<file path="config.mk">
export PLATFORM = sky130hd
export DESIGN_NAME = wb_cache_arbiter
export DESIGN_NICKNAME = d
export VERILOG_FILES = /design/src/rtl/sysnum_wb_pkg.sv /design/src/rtl/wb_cache_arbiter.sv
export SDC_FILE = /design/constraint.sdc
export NUM_CORES = 1
export LEC_CHECK = 0
export ABC_AREA = 0
export CAP_MARGIN = 20
export CORE_AREA = 2 2 124 126
export CTS_BUF_LIST = sky130_fd_sc_hd__clkbuf_4 sky130_fd_sc_hd__clkbuf_8 sky130_fd_sc_hd__clkbuf_16
export CTS_CLUSTER_DIAMETER = 40
export DETAILED_ROUTE_END_ITERATION = 6
export DIE_AREA = 0 0 126 128
export SLEW_MARGIN = 20
export SYNTH_ARGS = -nofsm -noshare
export SYNTH_HDL_FRONTEND = slang
export SYNTH_SLANG_ARGS = --single-unit
</file>
<file path="constraint.sdc">
create_clock -name i_clk -period 5.8 [get_ports i_clk]
set_input_delay 1.16 -clock i_clk [delete_from_list [all_inputs] [get_ports i_clk]]
set_output_delay 1.16 -clock i_clk [all_outputs]
set_load 0.005 [all_outputs]
</file>
<file path="src/rtl/sysnum_wb_pkg.sv">
// Shared types for the cache-side Wishbone arbiter.
//   arb_state_t : arbiter FSM state (idle, owned by A, owned by B, timed-out abort)
//   arb_port_t  : requesting master identity (A = icache, B = dcache)
package sysnum_wb_pkg;

    typedef enum logic [1:0] {
        ARB_IDLE,
        ARB_OWN_A,
        ARB_OWN_B,
        ARB_ABORT
    } arb_state_t;

    typedef enum logic {
        PORT_A,
        PORT_B
    } arb_port_t;

endpackage

</file>
<file path="src/rtl/wb_cache_arbiter.sv">
// wb_cache_arbiter
//   Shares one pipelined Wishbone master port between the icache (port A) and
//   the dcache (port B). One owner per bus cycle, round-robin on contention,
//   one idle bubble between grants, and a bus-timeout abort for a hung owner.
// Ports
//   i_clk, i_reset               clock, synchronous active-high reset
//   i_a_* / o_a_*                port A master request / response
//   i_b_* / o_b_*                port B master request / response
//   o_wb_* / i_wb_*              downstream master request / slave response
module wb_cache_arbiter
    import sysnum_wb_pkg::*;
#(
    parameter int XLEN    = 32,
    parameter int TIMEOUT = 256
) (
    input  logic              i_clk,
    input  logic              i_reset,
    input  logic              i_a_cyc,
    input  logic              i_a_stb,
    input  logic              i_a_we,
    input  logic [XLEN-1:0]   i_a_addr,
    input  logic [XLEN-1:0]   i_a_data,
    input  logic [XLEN/8-1:0] i_a_sel,
    output logic              o_a_stall,
    output logic              o_a_ack,
    output logic              o_a_err,
    output logic [XLEN-1:0]   o_a_data,
    input  logic              i_b_cyc,
    input  logic              i_b_stb,
    input  logic              i_b_we,
    input  logic [XLEN-1:0]   i_b_addr,
    input  logic [XLEN-1:0]   i_b_data,
    input  logic [XLEN/8-1:0] i_b_sel,
    output logic              o_b_stall,
    output logic              o_b_ack,
    output logic              o_b_err,
    output logic [XLEN-1:0]   o_b_data,
    output logic              o_wb_cyc,
    output logic              o_wb_stb,
    output logic              o_wb_we,
    output logic [XLEN-1:0]   o_wb_addr,
    output logic [XLEN-1:0]   o_wb_data,
    output logic [XLEN/8-1:0] o_wb_sel,
    input  logic              i_wb_stall,
    input  logic              i_wb_ack,
    input  logic              i_wb_err,
    input  logic [XLEN-1:0]   i_wb_data
);

    localparam int            CW       = $clog2(TIMEOUT) + 1;
    localparam logic [CW-1:0] CNT_LAST = CW'(TIMEOUT - 1);

    arb_state_t    state_q, state_d;
    // Written at grant time, so it names the current owner while in OWN/ABORT
    // and the most recent owner while in IDLE -- the round-robin reference.
    arb_port_t     last_owner_q, last_owner_d;
    logic [CW-1:0] cnt_q, cnt_d;

    logic own_a, own_b, active, owner_cyc, timeout, pass;

    always_comb begin
        // Reset gates ownership immediately so a bus cycle is dropped in the
        // very cycle reset is sampled, not one cycle later.
        own_a     = !i_reset && (state_q == ARB_OWN_A);
        own_b     = !i_reset && (state_q == ARB_OWN_B);
        active    = own_a || own_b;
        owner_cyc = (last_owner_q == PORT_A) ? i_a_cyc : i_b_cyc;
        // Only a live bus cycle can time out; a dropping owner just releases.
        timeout   = active && owner_cyc && (cnt_q == CNT_LAST);
        pass      = active && !timeout;
    end

    // Request mux: downstream sees only the owner, and nothing on timeout.
    always_comb begin
        o_wb_cyc  = 1'b0;
        o_wb_stb  = 1'b0;
        o_wb_we   = 1'b0;
        o_wb_addr = '0;
        o_wb_data = '0;
        o_wb_sel  = '0;
        if (pass && own_a) begin
            o_wb_cyc  = i_a_cyc;
            o_wb_stb  = i_a_stb;
            o_wb_we   = i_a_we;
            o_wb_addr = i_a_addr;
            o_wb_data = i_a_data;
            o_wb_sel  = i_a_sel;
        end else if (pass && own_b) begin
            o_wb_cyc  = i_b_cyc;
            o_wb_stb  = i_b_stb;
            o_wb_we   = i_b_we;
            o_wb_addr = i_b_addr;
            o_wb_data = i_b_data;
            o_wb_sel  = i_b_sel;
        end
    end

    // Response routing: slave ack/err go to the owner only; the timeout cycle
    // replaces them with a local error and keeps the owner stalled.
    always_comb begin
        o_a_stall = 1'b1;
        o_a_ack   = 1'b0;
        o_a_err   = 1'b0;
        o_b_stall = 1'b1;
        o_b_ack   = 1'b0;
        o_b_err   = 1'b0;
        o_a_data  = i_wb_data;
        o_b_data  = i_wb_data;
        if (own_a) begin
            if (timeout) begin
                o_a_err = 1'b1;
            end else begin
                o_a_stall = i_wb_stall;
                o_a_ack   = i_wb_ack;
                o_a_err   = i_wb_err;
            end
        end
        if (own_b) begin
            if (timeout) begin
                o_b_err = 1'b1;
            end else begin
                o_b_stall = i_wb_stall;
                o_b_ack   = i_wb_ack;
                o_b_err   = i_wb_err;
            end
        end
    end

    always_comb begin
        state_d      = state_q;
        last_owner_d = last_owner_q;
        cnt_d        = cnt_q;
        case (state_q)
            ARB_IDLE: begin
                cnt_d = '0;
                if (i_a_cyc && i_b_cyc) begin
                    last_owner_d = (last_owner_q == PORT_A) ? PORT_B : PORT_A;
                    state_d      = (last_owner_q == PORT_A) ? ARB_OWN_B : ARB_OWN_A;
                end else if (i_a_cyc) begin
                    last_owner_d = PORT_A;
                    state_d      = ARB_OWN_A;
                end else if (i_b_cyc) begin
                    last_owner_d = PORT_B;
                    state_d      = ARB_OWN_B;
                end
            end
            ARB_OWN_A, ARB_OWN_B: begin
                if (!owner_cyc) begin
                    state_d = ARB_IDLE;
                end else if (timeout) begin
                    state_d = ARB_ABORT;
                end else if (i_wb_ack || i_wb_err) begin
                    cnt_d = '0;
                end else begin
                    cnt_d = cnt_q + 1'b1;
                end
            end
            ARB_ABORT: begin
                cnt_d = '0;
                if (!owner_cyc) state_d = ARB_IDLE;
            end
            default: state_d = ARB_IDLE;
        endcase
    end

    always_ff @(posedge i_clk) begin
        if (i_reset) begin
            state_q      <= ARB_IDLE;
            last_owner_q <= PORT_A;
            cnt_q        <= '0;
        end else begin
            state_q      <= state_d;
            last_owner_q <= last_owner_d;
            cnt_q        <= cnt_d;
        end
    end

endmodule

</file>
# Word level (Yosys, flattened, before mapping)
# Index checks and enable logic that the tools add are counted.
[totals]
word_cells = 70
ff_bits = 12
input_bits = 179
[op_classes]
reduce_logical = 19
n_eq_ne = 9
addsub = 1
mux = 38
[ops]
columns = ["op", "n"]
rows = [
  ["32-bit 2-to-1 mux", 4],
  ["9-bit 2-to-1 mux", 3],
  ["1-bit 2-to-1 mux", 20],
  ["9-bit case mux with 2 select lines", 1],
  ["2-bit 2-to-1 mux", 7],
  ["9-bit by 1-bit adder with 9-bit output (second input constant)", 1],
  ["9-bit by 8-bit == test with 1-bit output (second input constant)", 1],
  ["1-bit logical AND", 8],
  ["4-bit 2-to-1 mux", 2],
  ["2-bit != test (second input constant)", 3],
  ["2-bit case mux with 3 select lines", 1],
  ["2-bit == test (second input constant)", 2],
  ["4-bit != test (second input constant)", 1],
  ["2-bit AND reduction", 2],
  ["2-bit OR reduction", 2],
  ["3-bit != test (second input constant)", 1],
  ["3-bit AND reduction", 1],
  ["3-bit nonzero test", 1],
  ["2-bit by 1-bit == test with 1-bit output (second input constant)", 1],
  ["1-bit logical NOT", 2],
  ["2-bit logical NOT", 1],
  ["1-bit logical OR", 2],
]

# Longest topological paths before layout
[depth]
ltp_word = 10
depth_mapped = 10
ltp_nobuf = 9

# Worst setup path before layout
# Ideal clock, no wire load.
[synth_path]
path_type = "input to output"
startpoint = "in i_a_cyc"
endpoint = "out o_wb_addr[0]"
n_path_buf = 2
t_required_ps = 4640
path_stages = 6
path_slack_ps = 2486
arrival_ps = 2154
path_cell_list = "mux2_4 -> a21oi_2 -> and2b_1 -> buf_6 -> buf_6 -> a22o_1"
[synth_between]
elab_chain_len = 8
elab_cells_between_ends = 9
cone_classes = "3 x mux; 6 x reduce/logical"
[synth_rtl]
columns = ["element", "line_no", "source"]
rows = [
  ["start: declaration", "wb_cache_arbiter.sv:18", "input logic i_a_cyc,"],
  ["1-bit 2-to-1 mux *", "wb_cache_arbiter.sv:67", "owner_cyc = (last_owner_q == PORT_A) ? i_a_cyc : i_b_cyc;"],
  ["1-bit logical AND * (2 in a row)", "wb_cache_arbiter.sv:69", "timeout = active && owner_cyc && (cnt_q == CNT_LAST);"],
  ["1-bit logical NOT *", "wb_cache_arbiter.sv:70", "pass = active && !timeout;"],
  ["1-bit logical AND *", "wb_cache_arbiter.sv:70", ""],
  ["1-bit logical AND", "wb_cache_arbiter.sv:88", "end else if (pass && own_b) begin"],
  ["32-bit 2-to-1 mux", "wb_cache_arbiter.sv:88", ""],
  ["32-bit 2-to-1 mux *", "wb_cache_arbiter.sv:81", "if (pass && own_a) begin"],
  ["end: declaration", "wb_cache_arbiter.sv:41", "output logic [XLEN-1:0] o_wb_addr,"],
]
# Mark *: on every way between the ends. The rest lies on a longest branch, timed or not.

# Final worst setup path
[layout_path]
startpoint = "in i_b_cyc"
endpoint = "out o_wb_addr[30]"
[layout_between]
elab_chain_len = 8
elab_cells_between_ends = 9
cone_classes = "3 x mux; 6 x reduce/logical"
[layout_rtl]
columns = ["element", "line_no", "source"]
rows = [
  ["start: declaration", "wb_cache_arbiter.sv:28", "input logic i_b_cyc,"],
  ["1-bit 2-to-1 mux *", "wb_cache_arbiter.sv:67", ""],
  ["1-bit logical AND * (2 in a row)", "wb_cache_arbiter.sv:69", ""],
  ["1-bit logical NOT *", "wb_cache_arbiter.sv:70", ""],
  ["1-bit logical AND *", "wb_cache_arbiter.sv:70", ""],
  ["1-bit logical AND", "wb_cache_arbiter.sv:88", ""],
  ["32-bit 2-to-1 mux", "wb_cache_arbiter.sv:88", ""],
  ["32-bit 2-to-1 mux *", "wb_cache_arbiter.sv:81", ""],
]
# Marks and branches as above.

==> metrics.csv <==
metric;value;unit
FF-to-FF setup slack;3.13;ns
WS Path Type;input port to primary output;
fmax;199;MHz
CTS tree;done;
Slew Limit Headroom;50.7;%
Die Y;128;um
I/O pin count;320;
DR iter-0 viols;126;
first-pass GRT wire length;15200;um
syn avg cell area;8.10;um^2
initial antenna violation count;1;
vias in the first global route;2459;
Power Dens Cells;225;nW/um^2
number of vias per cell;4.25;
share of layout cells above drive strength 1;2.76;%
IO buf count;223;
placed insts;583;
cell area after synthesis;2010;um^2
remaining antenna violation count after routing;0;
DP HPWL;8960;um
cts-stage hold buffer count;0;
CTS H-tree depth;1;
clock root buffer;clkbuf_16;
WP data required;4.64;ns
Hold/Removal Path Class;flop to flop;
footprint of the multi-input gates;1160;um^2
final instance area;4010;um^2
Placement Cell Area;3910;um^2
Pins Over Slew Limit;0;
min Tclk post-route;5.02;ns
DR vias;2499;
aggregate global-route resource usage;12.3;%
Final Non-Filler Cells;588;
Crit Path Max Fanout;42;
post-cts resize count;0;
Yosys cell types;30;
DRT Wirelength;10900;um
register area;240;um^2
clk slew on worst S/H paths;0.05;ns
fin nets;585;
Die ar.;16100;um^2
fillers;1580;
critical path endpoint category;primary output;
fraction of the yosys area taken by sequential cells;12.0;%
status;finished clean;
CP Launch Type;input port;
# rows;45;
GP Congestion;0.877;
largest net degree at the start of global routing;45;
syn_nets;433;
LEAKAGE;1.43;nW
worst-case clock skew;0.00128;ns
Crit path arrival time;3.86;ns
Core ar.;14900;um^2
drt drc;0;
RSZ-0062 raised after global routing;no;
Max IR drop VDD;0.118;mV
TritonRoute pass-1 iters;4;
Clock Sinks;12;
setup repair bufs after CTS;0;
Yosys reg bits;12;
Final Power;0.000903;W
max_cap viols;0;
Synthesis Warnings;0;
Fin Setup TNS;0;ns
wire per inst;18.5;um
CTS Buf Count;3;
GRT overflow;0;
final setup vio count;0;
Synth-to-Final Area Change;99.4;%
Tcrit/Tclk final;86.5;%
Hold Fails Final Rpt;0;
slew of the pin with the lowest slew margin;0.732;ns
initial core utilization;13.5;%
Syn Inst Count;248;
insertion delay to the later sink of the worst-skew pair;0.25;ns
Die Span X;126;um
Max Root-Sink Buffers;2;
==> state kept, by name, summed over array words and instances, names as in the netlist <==
name,flops
cnt_q,9
state_q,2
last_owner_q,1
==> critical path: stages <==
cell,delay (ns)
clkdlybuf4s50_1,0.50
mux2_4,0.36
a21oi_2,0.20
and2b_2,0.58
buf_12,0.29
a22o_1,0.21
clkdlybuf4s50_1,0.53
==> cell usage after synthesis <==
| master | count | share of area (%) |
|---|---|---|
| a22oi_1 | 1 | 0.37 |
| and2b_1 | 1 | 0.37 |
| a22o_1 | 73 | 32 |
| nand2b_1 | 7 | 2.2 |
| o21ai_0 | 6 | 1.5 |
| xor2_1 | 1 | 0.44 |
| nor3_1 | 3 | 0.75 |
| buf_4 | 64 | 24 |
| buf_2 | 7 | 1.7 |
| mux2_4 | 1 | 0.75 |
| inv_1 | 4 | 0.75 |
| nor2b_1 | 2 | 0.62 |
| o2111a_1 | 1 | 0.56 |
| o21a_1 | 1 | 0.37 |
| nand3_1 | 3 | 0.75 |
| ha_1 | 6 | 3.7 |
| nand4b_1 | 2 | 0.87 |
| a31oi_1 | 2 | 0.62 |
| nand3b_1 | 2 | 0.75 |
| dfxtp_1 | 12 | 12 |
| buf_6 | 8 | 4.5 |
| and3_1 | 3 | 0.93 |
| and2_1 | 2 | 0.62 |
| o211ai_1 | 1 | 0.37 |
| a311oi_1 | 3 | 1.3 |
| nand2_1 | 10 | 1.9 |
| a21oi_2 | 2 | 0.87 |
| xnor2_1 | 1 | 0.44 |
| nor2_1 | 8 | 1.5 |
| a21oi_1 | 11 | 2.7 |
==> metrics by stage <==
stage | setup WS [ns] | hold WS (ns) | utilization (%)
finish | 0.782 | 0.454 | 26.9
global route | 0.618 | 0.465 | 26.9
CTS | 0.743 | 0.452 | 26.9
detailed placement | 0.748 | 0.446 | 26.3
global placement | 0.815 | 0.440 | 26.3
floorplan | 2.49 | 0.432 | -
==> cell families after synthesis <==
group	share of synthesized area [%]
multiplexers	0.747
adder cells (fa/ha/maj)	3.74
XOR/XNOR	0.872
AND/OR/NAND/NOR	11.2
AO/OA/AOI/OAI	40.6
flip-flops	12.0
buffers and inverters	30.9
==> layout by cell type (no fill, tap or decap), types with 4 or more instances in the layout <==
cell type        Yosys  routed
clkdlybuf4s50_1      0     223
a22o_1              73      73
dfxtp_1             12      12
a21oi_1             11      11
nand2_1             10      10
nor2_1               8       8
nand2b_1             7       7
o21ai_0              6       6
ha_1                 6       6
inv_1                4       4
==> worst paths after layout <==
| check | start | to | depth (start not counted) |
|---|---|---|---|
| worst min-delay path | cnt_q[8] | cnt_q[8] | 2 |
| worst min register to register | cnt_q[8] | cnt_q[8] | 2 |
| worst max register to register | cnt_q[0] | cnt_q[5] | 9 |
| worst max-delay path | i_b_cyc | o_wb_addr[30] | 7 |
==> final cells by class <==
cell class,instances,share of cell area (%)
Timing Repair Buffer,226,56.6
Sequential cell,12,6.00
Inverter,4,0.375
Clock buffer,4,2.22
Antenna cell,1,0.0625
Multi-Input combinational cell,153,28.9
Tap cell,188,5.87
==> where the power goes <==
part           total, W  internal, W  switching (W)
Sequential     0.000101    0.0000915     0.00000911
Combinational  0.000656     0.000396       0.000260
Clock          0.000146     0.000105      0.0000417
Total          0.000903     0.000592       0.000310
==> metal layers <==
layer	part of all wire (%)	wire (um)	vias to the layer above	global-route usage, %
met3	9.8	1070	30	4.47
met4	2.2	235	2	3.75
met1	40	4390	1146	15.4
met5	0.12	13	-	0
met2	47	5150	147	19.6
li1	-	-	1174	-
Power figures use the tool's default switching activity.
